### src/rtl/playback_ctrl.sv
// ---------------------------------------------------------------------------
// playback_ctrl
//   Top-level sequencer for the song playback datapath. Converts debounced
//   front-panel pulses (play/pause, next, prev) and rewind/ff levels into the
//   control signals of the song reader, and issues a restart window
//   (player_reset) on every song change so the reader re-initialises.
//
// Ports
//   clk            in   system clock
//   reset          in   asynchronous, active-low reset
//   play_button    in   one-cycle pulse, toggle play/pause
//   next_button    in   one-cycle pulse, select next song
//   prev_button    in   one-cycle pulse, select previous song
//   rewind_button  in   level, request rewind
//   ff_button      in   level, request fast-forward
//   song_done      in   one-cycle pulse from the reader at end of song
//   play           out  run enable to the song reader
//   song           out  current song index (SONG_W bits)
//   player_reset   out  synchronous restart to reader and note player
//   rewind         out  rewind enable to the song reader
//   ff             out  fast-forward enable to the song reader
//   busy           out  high while a song switch is in progress
// ---------------------------------------------------------------------------
module playback_ctrl #(
    parameter int NUM_SONGS     = 4,
    parameter int SONG_W        = 2,
    parameter int SWITCH_CYCLES = 2,
    parameter int LOOP          = 1
) (
    input  logic              clk,
    input  logic              reset,
    input  logic              play_button,
    input  logic              next_button,
    input  logic              prev_button,
    input  logic              rewind_button,
    input  logic              ff_button,
    input  logic              song_done,
    output logic              play,
    output logic [SONG_W-1:0] song,
    output logic              player_reset,
    output logic              rewind,
    output logic              ff,
    output logic              busy
);

    typedef enum logic [1:0] {
        ST_PAUSED  = 2'd0,
        ST_PLAYING = 2'd1,
        ST_SWITCH  = 2'd2
    } state_t;

    localparam logic [SONG_W-1:0] LAST_SONG = SONG_W'(NUM_SONGS - 1);
    localparam logic [SONG_W-1:0] SONG_ONE  = SONG_W'(1);
    localparam logic [3:0]        CNT_LOAD  = 4'(SWITCH_CYCLES - 1);

    state_t            state_r;
    state_t            state_s;
    logic [SONG_W-1:0] song_r;
    logic [SONG_W-1:0] song_s;
    logic              resume_r;
    logic              resume_s;
    logic [3:0]        cnt_r;
    logic [3:0]        cnt_s;
    logic              rewind_r;
    logic              ff_r;
    logic              play_s;
    logic              switch_s;

    // Next song index, wrapping from the last song back to song 0.
    function automatic logic [SONG_W-1:0] song_inc(input logic [SONG_W-1:0] s);
        logic [SONG_W-1:0] r;
        if (s == LAST_SONG) begin
            r = '0;
        end else begin
            r = s + SONG_ONE;
        end
        return r;
    endfunction

    // Previous song index, wrapping from song 0 to the last song.
    function automatic logic [SONG_W-1:0] song_dec(input logic [SONG_W-1:0] s);
        logic [SONG_W-1:0] r;
        if (s == '0) begin
            r = LAST_SONG;
        end else begin
            r = s - SONG_ONE;
        end
        return r;
    endfunction

    // State, song, resume flag and restart-window counter registers.
    always_ff @(posedge clk or negedge reset) begin
        if (!reset) begin
            state_r  <= ST_PAUSED;
            song_r   <= '0;
            resume_r <= 1'b0;
            cnt_r    <= 4'd0;
        end else begin
            state_r  <= state_s;
            song_r   <= song_s;
            resume_r <= resume_s;
            cnt_r    <= cnt_s;
        end
    end

    // Next-state logic; events are prioritised next > prev > song_done > play.
    always_comb begin
        state_s  = state_r;
        song_s   = song_r;
        resume_s = resume_r;
        cnt_s    = cnt_r;
        case (state_r)
            ST_PAUSED: begin
                if (next_button) begin
                    state_s  = ST_SWITCH;
                    song_s   = song_inc(song_r);
                    resume_s = 1'b0;
                    cnt_s    = CNT_LOAD;
                end else if (prev_button) begin
                    state_s  = ST_SWITCH;
                    song_s   = song_dec(song_r);
                    resume_s = 1'b0;
                    cnt_s    = CNT_LOAD;
                end else if (play_button) begin
                    state_s = ST_PLAYING;
                end else begin
                    state_s = ST_PAUSED;
                end
            end
            ST_PLAYING: begin
                if (next_button) begin
                    state_s  = ST_SWITCH;
                    song_s   = song_inc(song_r);
                    resume_s = 1'b1;
                    cnt_s    = CNT_LOAD;
                end else if (prev_button) begin
                    state_s  = ST_SWITCH;
                    song_s   = song_dec(song_r);
                    resume_s = 1'b1;
                    cnt_s    = CNT_LOAD;
                end else if (song_done) begin
                    state_s = ST_SWITCH;
                    cnt_s   = CNT_LOAD;
                    if ((song_r != LAST_SONG) || (LOOP != 0)) begin
                        song_s   = song_inc(song_r);
                        resume_s = 1'b1;
                    end else begin
                        // End of the list without looping: restart the last
                        // song from its beginning and come back paused.
                        resume_s = 1'b0;
                    end
                end else if (play_button) begin
                    state_s = ST_PAUSED;
                end else begin
                    state_s = ST_PLAYING;
                end
            end
            ST_SWITCH: begin
                if (next_button) begin
                    song_s = song_inc(song_r);
                    cnt_s  = CNT_LOAD;
                end else if (prev_button) begin
                    song_s = song_dec(song_r);
                    cnt_s  = CNT_LOAD;
                end else if (play_button) begin
                    // A play toggle only changes where we land; the window
                    // keeps counting down but cannot close on this cycle.
                    resume_s = ~resume_r;
                    if (cnt_r != 4'd0) begin
                        cnt_s = cnt_r - 4'd1;
                    end else begin
                        cnt_s = cnt_r;
                    end
                end else if (cnt_r == 4'd0) begin
                    state_s = resume_r ? ST_PLAYING : ST_PAUSED;
                end else begin
                    cnt_s = cnt_r - 4'd1;
                end
            end
            default: begin
                state_s  = ST_PAUSED;
                song_s   = '0;
                resume_s = 1'b0;
                cnt_s    = 4'd0;
            end
        endcase
    end

    // Output decode from the registered state.
    always_comb begin
        play_s   = 1'b0;
        switch_s = 1'b0;
        case (state_r)
            ST_PLAYING: begin
                play_s   = 1'b1;
                switch_s = 1'b0;
            end
            ST_SWITCH: begin
                play_s   = 1'b0;
                switch_s = 1'b1;
            end
            default: begin
                play_s   = 1'b0;
                switch_s = 1'b0;
            end
        endcase
    end

    // Rewind/ff enables, qualified by PLAYING; rewind wins when both held.
    always_ff @(posedge clk or negedge reset) begin
        if (!reset) begin
            rewind_r <= 1'b0;
            ff_r     <= 1'b0;
        end else begin
            rewind_r <= rewind_button & (state_r == ST_PLAYING);
            ff_r     <= ff_button & ~rewind_button & (state_r == ST_PLAYING);
        end
    end

    assign play         = play_s;
    assign player_reset = switch_s;
    assign busy         = switch_s;
    assign song         = song_r;
    assign rewind       = rewind_r;
    assign ff           = ff_r;

endmodule

### config.mk
export PLATFORM = sky130hd
export DESIGN_NAME = playback_ctrl
export DESIGN_NICKNAME = d
export VERILOG_FILES = /design/src/rtl/playback_ctrl.sv
export SDC_FILE = /design/constraint.sdc
export NUM_CORES = 1
export LEC_CHECK = 0
export ABC_AREA = 1
export CAP_MARGIN = 20
export CORE_UTILIZATION = 48
export CTS_BUF_LIST = sky130_fd_sc_hd__clkbuf_8
export CTS_CLUSTER_DIAMETER = 50
export DETAILED_ROUTE_END_ITERATION = 16
export GPL_ROUTABILITY_DRIVEN = 0
export PLACE_DENSITY = 0.77
export SLEW_MARGIN = 5
export SYNTH_ARGS = -nofsm -noshare
export SYNTH_HDL_FRONTEND = slang
export SYNTH_SLANG_ARGS = --single-unit
export TNS_END_PERCENT = 5
### constraint.sdc
create_clock -name clk -period 1.5 [get_ports clk]
set_clock_uncertainty 0.2 [all_clocks]
set_input_delay 0.3 -clock clk [delete_from_list [all_inputs] [get_ports clk]]
set_output_delay 0.3 -clock clk [all_outputs]
set_load 0.02 [all_outputs]
==> results of run 1 <==
==> worst paths after layout <==
| check | end | cells after the start |
|---|---|---|
| min in group clk | resume_r | 2 |
| setup reg to reg | cnt_r[0] | 10 |
| hold reg to reg | resume_r | 2 |
| setup / recovery | cnt_r[0] | 10 |
| hold / removal | rewind | 2 |
| max in group asynchronous | state_r[0] | 2 |
==> worst max-delay path: stages, from the launching register on <==
cell	delay, ps
dfrtp_2	430
inv_2	90
ha_4	150
buf_6	130
inv_6	40
nor2_4	130
nand2_4	80
nand2_4	90
inv_4	50
nand3_2	60
nand2_2	50
==> registers in the layout (all words and copies together) (netlist names) <==
register	count
ff	1
state_r	2
rewind	1
resume_r	1
cnt_r	4
song	2
==> layer usage <==
layer / share of wire / vias up / GRT usage / wire length (µm)
met3: 0.056 / 4 / 0.04082 / 117
met1: 0.42 / 414 / 0.2813 / 883
met2: 0.50 / 34 / 0.3971 / 1057
met4: 0.020 / 0 / 0.09697 / 43
met5: 0 / - / 0 / 0
li1: - / 436 / - / -
==> what timing repair did <==
item | CTS | global route
pin swaps | 2 | 6
setup endpoints to repair | 16 | 12
buffers inserted | 0 | 2
gates resized for setup | 24 | 12
==> cells by family (layout without fill, tap and decap cells) <==
group | Yosys count | after routing | synth area share
adders and majority gates | 7 | 7 | 0.1028
DFF | 11 | 11 | 0.3230
and+or+nand+nor | 72 | 72 | 0.4156
AOI/OAI and AO/OA | 7 | 7 | 0.04552
buffers and inverters | 23 | 57 | 0.1131
==> power by group through the flow <==
stage	clock network [mW]	logic, mW	registers [mW]
2_1_floorplan	0	0.861	0.536
6_report	0.304	1.60	0.475
5_1_grt	0.320	1.75	0.485
3_3_place_gp	0	1.35	0.471
3_5_place_dp	0	1.39	0.476
4_1_cts	0.306	1.44	0.473
==> cell type report <==
class                   count  area, µm²
multi-input cells          86      548.0
fillers                   117      327.8
flip-flops and latches     11      276.5
repair buffers             32      271.5
inverters                  21      86.33
clock buffers               3      41.29
well taps                  16      20.02
clock inverters             1      5.005
==> placed cells by master, fill, tap and decap left out, drive strengths merged <==
cell	netlist	final
nand3	15	15
o21ai	5	5
a21oi	2	2
dfrtp	11	11
dlygate4sd2	0	4
nand3b	1	1
nor2	11	11
clkbuf	0	3
inv	21	21
nand2	41	41
nor3	1	1
clkdlybuf4s50	0	7
nand4	2	2
clkinv	0	1
ha	7	7
buf	2	21
or2	1	1
==> metrics by stage <==
stage / util / hold WS, ps
2_1_floorplan: - / -195.6
3_3_place_gp: 0.7254 / 300.8
3_5_place_dp: 0.7254 / 307.2
4_1_cts: 0.7627 / 154.9
5_1_grt: 0.7921 / 179.6
6_report: 0.7921 / 152.2
==> impl_metrics.ini, run 1 <==
[power_and_ir_drop]
power_per_cell_area_nw_per_um2 = 1905
cellLeakagePower_nw = 0.6698
clock_power_share = 0.128
power.share.switching = 0.4539
p_switching_mw = 1.080
design_power_total_mw = 2.379
power.share.sequential = 0.200
p_int_mw = 1.299
vdd.ir_drop.worst_mv = 1.208
power.share.combinational = 0.672

[cts]
cts.htree.levels = 1
clock_latency_ps = 240
worst_setup_hold_path_clk_slew_ps = 50
hold_buffers = 0
numCtsBuffers = 3
max-clock-path-buffers = 2
tritoncts = done
clk_root_buffer_cell = clkbuf_8
numClockSinks = 11

[yosys]
avg_cell_area_syn_um2 = 7.101
synth-seq-cells = 11
netlist_area_um2 = 852.1
post_synth_num_cell_types = 22
synth_top_area_cell = dfrtp_1
yosysTopAreaCellShare = 0.3231
synth_nets = 135
synth_flop_cell = dfrtp_1
asyncSetResetFlopFracSynth = 1.000
synth.area.top_cells = dfrtp_1 32%, nand2_1 15%, ha_1 10%
synthesis.instances = 120
synth.yosys.seq_area_share = 0.3231
synthTopCellsByCount = 35 x nand2_1, 17 x inv_1, 14 x nand3_1
synth-edff-count = 0
yosysWarningCount = 0
synthMostInstantiatedCell = nand2_1

[sta]
setup_tns_ps = -657.2
max_slew_margin = 0.7907
final_period_minus_worst_setup_slack_ps = 1617
grt_setup_unrepaired = true
final_critical_path_share_of_the_clock_period = 1.078
worst_slew_pin_slew_ps = 311.6
fin_ws_ps = -116.7
setup_violations = 12
timing.final.hold_violations = 0
finalMaxSlewViolations = 0
fmaxAchievable_mhz = 618.5

[die]
boundaryPins = 15
floorplan_core_area_um2 = 1577
floorplan.initialDensity = 0.5405
fp.dieW_um = 44.13
rows = 14
die_height_um = 44.13
die_area_um2 = 1947

[finish]
area_growth_pct = 46.55
insertedDiodeCount = 0
post_route_cells_drive_above_1_share = 0.3701
final_design_area_no_fill_um2 = 1249
layout.cells.non_filler = 170
nets = 170

[placed_design]
place.detailed.instances = 164
post-place-ws_ps = -241.5
place.port_buffers = 14
detailed_place.area_um2 = 1144
post-dp-hpwl_um = 1503

[routing]
remaining_antenna_violation_count = 0
detail_route.vias_per_cell = 5.224
routed_len_inst_um = 12.36
drc = 1
detail_route.wirelength_um = 2101
detailroute.via_count = 888
initialDrtViolationCount = 37
detail_route.first_pass.iterations = 11

[outcome]
failed_checks = design-rule violations, negative setup slack
outcome = complete, but fails checks

[grt]
number_of_antenna_violations_at_the_first_check_in_global_routing = 0
gr-usage-all-layers = 0.2304
grt_start_max_net_pins = 12
grt_pass1_wl_um = 3305
grt_pass1_vias = 801
globalRoute.totalOverflow = 0

[worst_setup_path]
crit_path_max_fanout = 6
worst-setup-path-type = reg -> reg
worst-endpoint-arrival_ps = 1550
worstSetupEndpointType = flip-flop
regToRegSetupSlack_ps = -120
worstSetupStartpoint = state_r[0]
timing.rr.start = state_r[0]
crit_path_start_kind = flip-flop
worst_ep_required_time_ps = 1430

[worst_hold_path]
hp-class = in -> async

[run]
max_cap_viol_count = 0
Power figures use the tool's default switching activity.
==> run 2: changes to the inputs <==
- SLEW_MARGIN: 5 -> 20
==> results of run 2 <==
Final layout, timing and power as in run 1 (identical DEF).
==> run 3: changes to the inputs <==
- CORE_UTILIZATION: 48 -> 55
- CTS_BUF_LIST: sky130_fd_sc_hd__clkbuf_8 -> default
- PLACE_DENSITY: 0.77 -> 0.83
- clock period: 1.5 -> 2 ns (I/O delays scaled with it)
==> impl_metrics.ini, run 3 (same netlist as run 1, synthesis figures left out) <==
[outcome]
outcome = finished, final reports clean

[placed_design]
post-dp-hpwl_um = 1455
place.port_buffers = 14
detailed_place.area_um2 = 1018

[routing]
initialDrtViolationCount = 12
detail_route.first_pass.iterations = 4
drc = 0
remaining_antenna_violation_count = 0
routed_len_inst_um = 12.20
detail_route.wirelength_um = 1879
detailroute.via_count = 809
detail_route.vias_per_cell = 5.253

[grt]
grt_pass1_wl_um = 2973
globalRoute.totalOverflow = 0
number_of_antenna_violations_at_the_first_check_in_global_routing = 0
grt_start_max_net_pins = 12
gr-usage-all-layers = 0.2729
grt_pass1_vias = 730

[die]
die_height_um = 41.36
die_area_um2 = 1711
floorplan_core_area_um2 = 1366
floorplan.initialDensity = 0.6236
fp.dieW_um = 41.36
boundaryPins = 15
rows = 13

[worst_setup_path]
critical_path.endpoint = play
crit_path_start_kind = flip-flop
reg2reg_depth = 9
worst-endpoint-arrival_ps = 1340
crit_path_max_fanout = 5
timing.rr.start = state_r[0]
regToRegSetupSlack_ps = 270
worst-setup-path-type = reg -> out
critical-path-slowest-cell = dfrtp_1
cp_cell_sequence = buf_4 > ha_1 > dlygate4sd2_1
worstSetupStartpoint = state_r[0]
end_of_the_worst_register_to_register_path = resume_r
worst_ep_required_time_ps = 1400
worstSetupEndpointType = primary output
worst_path_largest_cell_delay_ps = 390

[run]
max_cap_viol_count = 0

[cts]
hold_buffers = 0
post_cts.resized_instances = 3
clk_root_buffer_cell = clkbuf_4
cts.htree.levels = 1
max-clock-path-buffers = 2
numCtsBuffers = 3
worst_setup_hold_path_clk_slew_ps = 80
clock_latency_ps = 270
tritoncts = done
cts_setup_buffers = 0
numClockSinks = 11

[worst_hold_path]
hp-class = in -> async

[sta]
finalMaxSlewViolations = 0
final_period_minus_worst_setup_slack_ps = 1938
grt_setup_unrepaired = false
fmaxAchievable_mhz = 516.1
setup_violations = 0
max_slew_margin = 0.6546
timing.final.hold_violations = 0
worst_slew_pin_slew_ps = 516.5
setup_tns_ps = 0
final_critical_path_share_of_the_clock_period = 0.9688

[finish]
layout.cells.most_common_list = 35 x nand2_1, 17 x inv_1, 14 x nand3_1
largest_reg_flops = 4
top_register = cnt_r
area_growth_pct = 22.17
nets = 155
layout.cells.most_common = nand2_1
insertedDiodeCount = 0
final_design_area_no_fill_um2 = 1041
post_route_cells_drive_above_1_share = 0.1583
fillers = 104

[power_and_ir_drop]
power_per_cell_area_nw_per_um2 = 1356
vdd.ir_drop.worst_mv = 0.8280
cellLeakagePower_nw = 0.5722
-- run 3: power breakdown --
part | leakage, nW | switching, mW | internal (mW)
registers | 0.144 | 0.0646 | 0.296
logic | 0.413 | 0.543 | 0.348
clock network | 0.0150 | 0.0833 | 0.0772
-- run 3: worst max-delay path, delay by kind of cell (launching register included) --
kind	cells	cell delay [ps]
buffers and inverters	2	480
adders and majority gates	1	200
DFF	1	390
-- run 3: final cells by class --
type                    instances  area (µm²)  share of cell area
clock buffers                   4       26.28             0.02524
multi-input cells              86       480.5              0.4615
repair buffers                 17       158.9              0.1526
flip-flops and latches         11       275.3              0.2644
inverters                      21       81.33             0.07812
well taps                      15       18.77             0.01803
-- run 3: worst min-delay path by stage --
stage	start	to	slack, ps	depth (start not counted)
after floorplan	reset	cnt_r[0]	-100	0
after global placement	cnt_r[0]	cnt_r[0]	290	2
after detailed placement	cnt_r[0]	cnt_r[0]	290	2
after CTS	reset	state_r[1]	300	1
after global routing	reset	state_r[1]	320	1
final	reset	ff	270	1
-- run 3: metrics by stage --
step | std cells | power, mW | hold slack [ps] | setup slack, ps | utilization
floorplan | 120 | 0.9953 | -95.59 | 284.5 | -
global placement | 150 | 1.228 | 290.5 | 134.3 | 0.7454
detailed placement | 150 | 1.265 | 288.3 | 127.4 | 0.7454
CTS | 154 | 1.409 | 295.6 | 65.88 | 0.7619
global route | 154 | 1.544 | 317.5 | 13.80 | 0.7619
finish | 154 | 1.412 | 266.2 | 62.36 | 0.7619
-- run 3: metal layers --
layer	GRT usage	share of wire
met4	0.1290	0.016
met2	0.4727	0.49
met1	0.3212	0.44
met3	0.05319	0.050
met5	0	0
==> variant, RTL diff (config.mk and constraints of run 3) <==
Make the reset (`reset`) synchronous in 2 clocked blocks. Comments in the files are not updated.
--- a/src/rtl/playback_ctrl.sv
+++ b/src/rtl/playback_ctrl.sv
@@ -90,5 +90,5 @@
 
     // State, song, resume flag and restart-window counter registers.
-    always_ff @(posedge clk or negedge reset) begin
+    always_ff @(posedge clk) begin
         if (!reset) begin
             state_r  <= ST_PAUSED;
@@ -208,5 +208,5 @@
 
     // Rewind/ff enables, qualified by PLAYING; rewind wins when both held.
-    always_ff @(posedge clk or negedge reset) begin
+    always_ff @(posedge clk) begin
         if (!reset) begin
             rewind_r <= 1'b0;
Behaviour: differs if reset is asserted again (counterexample within 4 cycles, from zero or initial values and one cycle with reset low); with reset held inactive, the same outputs for 10 cycles.
==> variant against run 3 <==
  * Sequential cell count unchanged
  * Via count is 3.5% higher
  * Register-to-register slack worse by 0.09 ns
  * Count of clock-buffer cells in the layout did not move
  * Worst setup slack gained 0.042 ns
  * Area after synthesis increased by 0.59%
  * Fmax is 2.2% higher
  * Wire length is 8.1% lower
  * Final area decreased by 0.12%
  * Critical path type unchanged
  * Non-clock buffer count down 1
  * First-iteration DRC count rose to 2.8 times the old value
Power is not compared: it rests on default switching activity, and its combinational part moved more than twofold at a synthesized area within 25%.
==> variant: results (changes against run 3) <==
* Sw Ratio: between 30% and 40%
* Biggest area contributors in the synthesized netlist: dfxtp_1 (26%), nand2_1 (15%), ha_1 (13%)
- In this run the worst hold path is classified as reg2reg.
- The number of CTS-inserted buffers was 3 (unchanged).
- The met2 wire length came to 818 um (-12%).
- GRT Resource Usage Total: 21.5% (-5.8 points)
- Cell variety after synth: 20 (-9.1%)
* CTS clock-pin slew for the worst setup and hold paths: around 0.070 ns
* Placed instance area: 1020 um^2 (-0.25%)
- Routed wire length per instance: 10.7 um (-12%)
- The flow ran to the end, and the final reports show no timing, DRC or antenna violations.
* CTS HTree Levels: 1 (unchanged)
- The number of port buffers was 14 (unchanged).
* Final Instance Count excl. Fillers: 161 (+4.5%)
* Met3 Track Usage GR: 6.52% (+1.2 points)
- The share of async-settable or async-resettable flops after synthesis came to 0% (-100 points).
* Synth Area in Compound Gates: 8.91% (+4.4 points)
- Number of global-route vias before repair: 707 (-3.2%)
* Worst IR drop on VDD: approximately 0.64 mV
- The number of post-CTS setup repair buffers came to 0 (unchanged).
- Overall via count from detail_route: 837 (+3.5%)
- Clock root buffer: clkbuf_4
- Flip-flop cell with the highest count after synthesis: dfxtp_1
- Summed over all cells, the static leakage comes to ~0.50 nW.
* Met1 wire length: 808 um (-2.4%)
- Largest net degree at the start of global routing: 9 (-3)
* Antenna violations before repair: 0 (unchanged)
- The number of flip-flops under the largest register name was 4 (unchanged).
* Worst Path Max Fanout: 5 (unchanged)
- Net Count, Synth: 145 (+7.4%)
- The first-pass iteration count of the detailed router came to 4 (unchanged).
- Power share of the clock group: approximately a fifth
* Multiplexer share of the synthesized area: 0% (unchanged)
- M1 GR Usage: 26.5% (-5.6 points)
- Clock latency of the later-clocked register in the worst-skew pair: 0.27 ns (about the same)
- Flop2flop setup slack: 0.18 ns (-0.09 ns)
- The number of flops mapped to enable cells by yosys was 0 (unchanged).
- NetSw: approximately 0.00031 W
- The amount of wire on met3 after detailed routing was 94 um (unchanged).
- Most flop-heavy register: cnt_r
- DRC violation total after the first TritonRoute iteration: 34 (+22)
- XOR/XNOR Fraction of Synth Area: 1.02% (+1.0 points)
- The sequential cell area fraction in the yosys report is 25.7% (-6.6 points).
- Met2 routing resource usage after global routing: 36.9% (-10 points)
- The ratio of cells with drive above 1 in the final layout is 16.4% (+0.61 points).
- The transition time of the tightest slew-check pin came to 0.248 ns (-0.268 ns).
- Endpoint arrival time on the critical path: 1.30 ns (-0.04 ns)
- Commonest cells in the synthesized netlist: nand2_1 (34), nor2_1 (14), inv_1 (13)
- The maximum root-to-sink buffer count came to 2 (unchanged).
* Uppermost layer routed: met4
- Min Hold Slack: 0.314 ns (+0.0475 ns)
* Number of antenna repair diodes: 0 (unchanged)
- The share of synthesized cell area in full adder, half adder and majority cells is 13.1% (+2.9 points).
- The global-route wire length before repair was 2.86 mm (-3.7%).
* DPL Wire Length: 1.44 mm (-0.89%)
- Gate power share: a little under half
- Number of instances in the synthesized netlist: 128 (+6.7%)
- Synthesis Warnings: 0 (unchanged)
* Net total in the final layout: 164 (+5.8%)
[variant: worst max-delay path, stage by stage (launching register included)]
cell	delay, ns
dfxtp_1	0.40
inv_1	0.08
ha_1	0.21
dlygate4sd2_1	0.33
[variant: through the flow]
step / utilization [%] / setup WS (ns)
4_1_cts: 76.0 / 0.0609
2_1_floorplan: - / 0.305
3_3_place_gp: 74.4 / 0.162
3_5_place_dp: 74.4 / 0.121
5_1_grt: 76.1 / 0.0111
6_report: 76.1 / 0.105
[variant: final cells by class]
class,instances,area (um^2)
timing repair buffer,16,151
tap,15,18.8
fill,110,327
clock buffer,4,26.3
inverter,19,71.3
multi-input combinational,96,551
sequential,11,221
[variant: timing repair]
item,in CTS,in global routing
resized for setup,3,1
cloned,0,0
endpoints found under the setup margin,3,2
hold buffers,0,0
[variant: final timing paths]
kind	start	endpoint	depth (start not counted)
worst min-delay path	song[1]	song[1]	2
worst max-delay path	state_r[1]	play	3
worst min register to register	song[1]	song[1]	2
worst max register to register	state_r[1]	cnt_r[0]	11
